==> config.mk <==
export PLATFORM = sky130hd
export DESIGN_NAME = serial_rx_package
export DESIGN_NICKNAME = d
export VERILOG_FILES = /design/src/rtl/serial_pkg.sv /design/src/rtl/serial_rx_core.sv /design/src/rtl/serial_rx_package.sv
export SDC_FILE = /design/constraint.sdc
export NUM_CORES = 1
export LEC_CHECK = 0
export CORE_MARGIN = 3
export CORE_UTILIZATION = 57
export DETAILED_ROUTE_END_ITERATION = 8
export DONT_BUFFER_PORTS = 1
export HOLD_SLACK_MARGIN = 0.05
export PLACE_DENSITY = 0.75
export SYNTH_ARGS = -nofsm -noshare
export SYNTH_HDL_FRONTEND = slang
export SYNTH_HIERARCHICAL = 1
export SYNTH_SLANG_ARGS = --single-unit
export TNS_END_PERCENT = 100
==> constraint.sdc <==
create_clock -name clk -period 2.46 [get_ports clk]
set_clock_uncertainty 0.1 [all_clocks]
set_input_delay 0.369 -clock clk [delete_from_list [all_inputs] [get_ports clk]]
set_output_delay 0.369 -clock clk [all_outputs]
set_load 0.03 [all_outputs]
==> src/rtl/serial_pkg.sv <==
// Shared definitions for the serial packet link (RX and TX sides).
// Frame format is 8N1-style: start=0, data LSB first, stop=1.
package serial_pkg;

  typedef enum logic [1:0] {
    IDLE  = 2'd0,
    START = 2'd1,
    DATA  = 2'd2,
    STOP  = 2'd3
  } serialState_t;

  localparam logic StartBit = 1'b0;
  localparam logic StopBit  = 1'b1;
  localparam bit   LsbFirst = 1'b1;

  // Down-counter reload for a span of n cycles (terminal count is zero).
  function automatic int unsigned spanLoad(input int unsigned n);
    return n - 1;
  endfunction

endpackage

==> src/rtl/serial_rx_core.sv <==
// UART frame receiver: 2-FF synchroniser, frame FSM and bit timer.
// Emits one word per good frame, or a frame error on a bad stop bit.
//
// state | meaning
// IDLE  | line idle, waiting for a falling edge on rxs
// START | half a bit period in, confirm the start bit is still low
// DATA  | one sample per bit period, shifted in LSB first
// STOP  | one bit period later, sample the stop bit
module serial_rx_core
  import serial_pkg::*;
#(
  parameter int WordWidth        = 8,
  parameter int SerialTimerWidth = 8
) (
  input  logic                 clk,
  input  logic                 rst,
  input  logic                 rx,
  output logic [WordWidth-1:0] word,
  output logic                 word_done,
  output logic                 frame_err,
  output logic                 active,
  output logic                 start_det
);

  localparam int IdxWidth = (WordWidth > 1) ? $clog2(WordWidth) : 1;
  localparam logic [IdxWidth-1:0] LastIdx = IdxWidth'(WordWidth - 1);
  localparam logic [SerialTimerWidth-1:0] FullLoad =
    SerialTimerWidth'(spanLoad(2 ** SerialTimerWidth));
  localparam logic [SerialTimerWidth-1:0] HalfLoad =
    SerialTimerWidth'(spanLoad(2 ** (SerialTimerWidth - 1)));

  serialState_t state, nextState;
  logic [SerialTimerWidth-1:0] timer, timerNext;
  logic [WordWidth-1:0] shiftReg, shiftNext;
  logic [IdxWidth-1:0] bitIdx, bitIdxNext;
  logic rxMeta, rxs, rxsPrev;
  logic fallEdge, tick;

  always_ff @(posedge clk or posedge rst) begin
    if (rst) begin
      rxMeta  <= 1'b1;
      rxs     <= 1'b1;
      rxsPrev <= 1'b1;
    end else begin
      rxMeta  <= rx;
      rxs     <= rxMeta;
      rxsPrev <= rxs;
    end
  end

  assign fallEdge = rxsPrev & ~rxs;
  assign tick     = (timer == '0);

  always_ff @(posedge clk or posedge rst) begin
    if (rst) begin
      state    <= IDLE;
      timer    <= '0;
      shiftReg <= '0;
      bitIdx   <= '0;
    end else begin
      state    <= nextState;
      timer    <= timerNext;
      shiftReg <= shiftNext;
      bitIdx   <= bitIdxNext;
    end
  end

  always_comb begin
    nextState  = state;
    timerNext  = timer - 1'b1;
    shiftNext  = shiftReg;
    bitIdxNext = bitIdx;
    word_done  = 1'b0;
    frame_err  = 1'b0;
    start_det  = 1'b0;
    unique case (state)
      IDLE: begin
        timerNext = timer;
        if (fallEdge) begin
          nextState = START;
          timerNext = HalfLoad;
          start_det = 1'b1;
        end
      end
      START: begin
        if (tick) begin
          if (rxs == StartBit) begin
            nextState  = DATA;
            timerNext  = FullLoad;
            bitIdxNext = '0;
          end else begin
            // Low pulse shorter than half a bit: treat as a glitch.
            nextState = IDLE;
          end
        end
      end
      DATA: begin
        if (tick) begin
          shiftNext = WordWidth'({rxs, shiftReg} >> 1);
          timerNext = FullLoad;
          if (bitIdx == LastIdx) nextState = STOP;
          else bitIdxNext = bitIdx + 1'b1;
        end
      end
      STOP: begin
        if (tick) begin
          nextState = IDLE;
          if (rxs == StopBit) word_done = 1'b1;
          else frame_err = 1'b1;
        end
      end
      default: nextState = IDLE;
    endcase
  end

  assign word   = shiftReg;
  assign active = (state != IDLE);

endmodule

==> src/rtl/serial_rx_package.sv <==
// Receive-side packager: collects 2**AddressWidth UART words into one wide
// word, word 0 in the low bits, with valid/error strobes and an idle timeout.
module serial_rx_package
  import serial_pkg::*;
#(
  parameter int AddressWidth     = 2,
  parameter int WordWidth        = 8,
  parameter int SerialTimerWidth = 8,
  parameter int TimeoutWidth     = 12
) (
  input  logic                                    clk,
  input  logic                                    rst,
  input  logic                                    rx,
  output logic [(2**AddressWidth)*WordWidth-1:0] data,
  output logic                                    valid,
  output logic                                    busy,
  output logic                                    error
);

  localparam int Words    = 2 ** AddressWidth;
  localparam int PkgWidth = Words * WordWidth;
  localparam logic [AddressWidth-1:0] LastWord = AddressWidth'(Words - 1);
  // Terminal count reached on the (2**TimeoutWidth - 1)th idle cycle.
  localparam logic [TimeoutWidth-1:0] GapLoad =
    TimeoutWidth'(spanLoad(2 ** TimeoutWidth - 1));

  logic [WordWidth-1:0] word;
  logic wordDone, frameErr, active, startDet;
  logic [AddressWidth-1:0] counter;
  logic [PkgWidth-1:0] pkgBuf, merged;
  logic [TimeoutWidth-1:0] gapTimer;
  logic timeoutHit;

  serial_rx_core #(
    .WordWidth        (WordWidth),
    .SerialTimerWidth (SerialTimerWidth)
  ) u_core (
    .clk       (clk),
    .rst       (rst),
    .rx        (rx),
    .word      (word),
    .word_done (wordDone),
    .frame_err (frameErr),
    .active    (active),
    .start_det (startDet)
  );

  always_comb begin
    merged = pkgBuf;
    merged[counter*WordWidth +: WordWidth] = word;
  end

  // A start edge in the expiry cycle wins over the timeout.
  assign timeoutHit = !active && (counter != '0) && (gapTimer == '0) && !startDet;

  always_ff @(posedge clk or posedge rst) begin
    if (rst) begin
      data    <= '0;
      valid   <= 1'b0;
      error   <= 1'b0;
      counter <= '0;
      pkgBuf  <= '0;
    end else begin
      valid <= 1'b0;
      error <= 1'b0;
      if (wordDone) begin
        pkgBuf  <= merged;
        counter <= counter + 1'b1;
        if (counter == LastWord) begin
          data  <= merged;
          valid <= 1'b1;
        end
      end else if (frameErr || timeoutHit) begin
        counter <= '0;
        error   <= 1'b1;
      end
    end
  end

  always_ff @(posedge clk or posedge rst) begin
    if (rst) begin
      gapTimer <= GapLoad;
    end else if (active || (counter == '0)) begin
      gapTimer <= GapLoad;
    end else if (gapTimer != '0) begin
      gapTimer <= gapTimer - 1'b1;
    end
  end

  assign busy = active | (counter != '0);

endmodule

Word level (Yosys, flattened, before mapping)
Index checks and enable logic that the tools add are counted.

Register bits after elaboration: 104. Logic and storage cells: 90. Bits in latches: 0. Memories kept: 0. ROM bits: 0. Output and inout bits: 35. Bits in writable memories: 0.

Reduce and logical (&&, ||, !) cells: 21. $lt $le $gt $ge: 0. Bitwise operators: 3. Add/sub/neg operators: 5. Divide/modulo/power cells: 0. Shift-type cells: 2. Muxes and demuxes: 34. Multiply operators: 0. Eq/ne operators: 12.

Operators with widths (number): $neg A5 Y34 (1); $shift A8 B34 Y32 const A (1); $shiftx A8 B34 Y32 (1); $bwmux W32 (1); $mux W8 (4); $mux W12 (2); $pmux W8 S3 (1); $mux W2 (8); $logic_not A12 Y1 (1); $mux W1 (12); $mux W3 (4); $reduce_bool A12 Y1 (1); $sub A12 B1 Y12 const B (1); $ne A2 B1 Y1 const B (5); $reduce_and A5 Y1 (2); $reduce_bool A2 Y1 (5); $logic_not A8 Y1 (1); $pmux W2 S4 (1); $sub A8 B1 Y8 const B (1); $eq A2 B2 Y1 const B (3); $pmux W3 S2 (1); $logic_not A2 Y1 (2); $ne A2 B2 Y1 const B (2); $reduce_and A2 Y1 (2); other kinds (10) (14).

Longest topological paths before layout
Depth in word-level cells: 9. Gate-level depth with buffers: 11.

Hierarchy
The synthesis kept the hierarchy.

By module, submodules not included: serial_rx_package (area each 3243.1 µm², cells an instance 311, times used 1); serial_rx_core (area each 1214.9 µm², cells an instance 103, times used 1).

Worst setup path before layout
No wires, ideal clock.

Kind: flip-flop to flip-flop. From: register u_core.timer[0]. To: register pkgBuf[16]. Cell stages (with the launch flop): 10. Data required time: 2.239 ns. Path buffers: 1. Period minus slack after synthesis: 2.385 ns. Setup slack: 0.075 ns. Arrival: 2.164 ns. Cells stage by stage: dfrtp_1 > inv_1 > ha_1 > nor3b_1 > and2_4 > nand3_1 > nor2_1 > clkbuf_1 > nand2_1 > a22o_1.

Longest elaborated chain between the ends: 3.

RTL lines: start, declared (RTL line serial_rx_core.sv:33) `logic [SerialTimerWidth-1:0] timer, timerNext;`; start signal, assigned (RTL line serial_rx_core.sv:62) `timer <= timerNext;`; $logic_not A8 Y1 (RTL line serial_rx_core.sv:52) `assign tick = (timer == '0);`; $mux W1 (RTL line serial_rx_core.sv:106) `if (tick) begin`; $mux W1 (RTL line serial_rx_core.sv:76) `unique case (state)`; via wordDone (RTL line serial_rx_package.sv:28) `logic wordDone, frameErr, active, startDet;`; end signal, assigned (RTL line serial_rx_package.sv:67) `pkgBuf <= merged;`; end, declared (RTL line serial_rx_package.sv:30) `logic [PkgWidth-1:0] pkgBuf, merged;`.

The timed path passes the listed nets, and every way through them passes these cells. A chain may end at the register's enable or synchronous reset.

==> out/results.tsv <==
metric	value	unit
Startpoint Class	flop	
top_reg_cell synth	dfrtp_1	
Worst setup EP type	flop	
pin count of the biggest net entering global routing	73	
CP max FO	13	
Tcrit/Tclk final	91.9	%
GRT Resource Usage Total	21.4	%
GP Congestion	0.848	
Synth Net Count	428	
DRT iter0 DRCs	170	
Final WS setup	0.200	ns
Syn Std Cell Area	4460	µm²
Yosys reg bits	96	
final setup fails	0	
core area	7410	µm²
worst relative slew slack	41.3	%
synth cell count leaders	dfrtp_1 (82), nand2_1 (42), a22o_1 (34), o21ai_0 (31), a21oi_1 (29)	
num ports	38	
Max Fclk	443	MHz
setup TNS	0	ns
multi-input logic area	1900	µm²
Placed Area	4630	µm²
Die Wd	94.4	µm
Yosys top cell by area	dfrtp_1	
crit-path cells	nor2_1, inv_2, or2_1, or4_1, a311oi_1, a41oi_1	
first-pass detailed-route iteration total	4	
routed wire length	8770	µm
global route overflow	0	
Setup Crit Path Kind	reg2reg	
mean area per synthesized cell	10.8	µm²
clock latency at the later pin of the worst-skew pair	0.37	ns
Reg area	2420	µm²
postcts setup bufs	0	
Net count, final	435	
Post-synth EDFFs	0	
Max Cap Viol	0	
Peak supply drop	433	µV
CP required	2.63	ns
CTS H-Tree Depth	3	
CP max stage delay	0.61	ns
DRT antenna net count	0	
fill count	564	
Num CTS Buffers	9	
most frequent cell after synthesis	dfrtp_1	
CP top delay family	simple AND/OR/NAND/NOR gates	
diodes inserted	0	
worst slack at placement	0.199	ns
HP Class	reg2reg	
Pwr Density	661	nW/µm²
first-pass GRT wire length	14800	µm
vias in the first global route	3055	
effective utilization at floorplan	60.2	%
Ys Warns	6	
Slew @ Worst Pin	0.879	ns
drt wl/cell	16.7	µm
Netlist cell types	55	
Via density	5.95	
Final HPWL DP	5900	µm
TritonCTS Sinks	96	
status	completed	
Die Y	94.4	µm
fin crit period	2.26	ns
fin area	4870	µm²
initial antenna violation count	0	
Max clock buf depth	2	
critical path buffer and inverter count	1	
RSZ-0062 raised after global routing	no	
Placement Rows	31	
sequential area share after synthesis	54.3	%
Hold Fails Final Rpt	0	
post-synthesis instance total	414	
Reg clk slew, reported paths	0.09	ns
Slew Viols, Final	0	
share of the synthesized area in the top cell type	46.0	%
Clock Root Buffer	clkbuf_8	
IO Port Bufs	0	
Crit-path slowest cell	or4_1	
async set-reset flop share out of synthesis	100	%
Leak	0.00213	µW
Crit path arrival time	2.43	ns
proportion of layout cells with a drive suffix above 1	17.4	%
CTS tree	built	
Synth area leaders	dfrtp_1 (46%), dfstp_2 (8.3%), a22o_1 (6.7%)	
die area	8920	µm²
Area growth syn-to-layout	9.18	%
Via Count	3123	
Post-route DRC	0	
-- registers in the layout, indices dropped and copies added, names as in the netlist, named ones only --
register / cells
data: 32
pkgBuf: 24
gapTimer: 12
u_core/timer: 8
u_core/word: 8
u_core/bitIdx: 3
counter: 2
error: 1
u_core/rxMeta: 1
u_core/rxs: 1
u_core/rxsPrev: 1
u_core/state: 1
valid: 1
-- cells in the final DEF, fill, tap and decap left out, types with 2 or more instances in the layout --
cell type,netlist,layout
inv_8,0,3
nor4_1,5,3
a41oi_1,2,2
dlygate4sd3_1,0,2
nor3_1,9,9
nor2b_1,28,28
buf_4,0,18
nand3b_1,4,4
o31ai_1,3,3
nand4_1,3,3
and2_1,5,5
ha_1,11,11
nor4_2,3,5
a211o_1,2,2
clkbuf_8,0,9
o21ai_0,31,31
nor2_1,10,10
nand2_1,42,42
inv_2,1,2
a31oi_1,3,3
a21oi_1,29,29
inv_1,13,12
xor2_1,3,3
or4_1,4,4
mux2_4,9,9
o41ai_1,2,2
dfrtp_1,82,82
a22o_1,34,34
nand2b_1,3,3
nand3_1,8,8
dfstp_2,14,14
clkinvlp_4,0,2
-- cell type report --
cell class	count	area share (%)
well taps	99	2.54
clock buffers	9	2.54
inverters	14	1.08
flip-flops and latches	96	49.7
clock inverters	7	1.52
repair buffers	21	3.60
multi-input cells	279	39.0
-- worst paths after layout --
kind                            slack [ns]                          to          start  cells after the start
worst max-delay path                  0.20                 gapTimer[9]           flop                      6
worst min-delay path                  0.26                  u_core/rxs  u_core/rxMeta                      0
worst max register to register        0.20                 gapTimer[9]           flop                      6
worst min register to register        0.26                  u_core/rxs  u_core/rxMeta                      0
max in group asynchronous             1.16  asynchronous set/reset pin            rst                      2
min in group asynchronous             0.43                    data[17]            rst                      3
-- kinds of logic (layout without fill, tap and decap cells) --
logic type | Yosys count | after routing | share of synthesized area [%]
simple gates | 137 | 137 | 17.5
compound gates | 118 | 118 | 17.7
flops | 96 | 96 | 54.3
buf+inv | 39 | 51 | 3.54
fa+ha+maj | 11 | 11 | 3.09
mux | 10 | 10 | 3.28
xor+xnor | 3 | 3 | 0.589
-- repair_timing --
action | CTS | global route
hold buffers | 2 | 0
endpoints found under the setup margin | 0 | 57
resized for setup | 0 | 3
hold endpoints to repair | 83 | 0
-- power by group --
part / switching (µW) / internal [µW]
registers: 108 / 1660
clock network: 617 / 401
logic: 262 / 167
-- metal layers --
layer	global-route usage, %	up-vias	wire [µm]
met3	4.14	10	433
met4	7.58	0	93
met1	30.1	1550	4140
li1	-	1494	-
met5	0	-	0
met2	33.2	69	4100
-- metrics by stage --
step                cells  util [%]  hold slack [ns]  power [µW]
detailed placement    507      62.5            0.249        2220
floorplan             414         -            0.245        2100
finish                525      65.7            0.261        3220
global route          525      65.7            0.267        3390
global placement      507      62.5            0.246        2210
CTS                   525      65.5            0.263        3250
No activity file was read; power rests on OpenSTA's default activity.
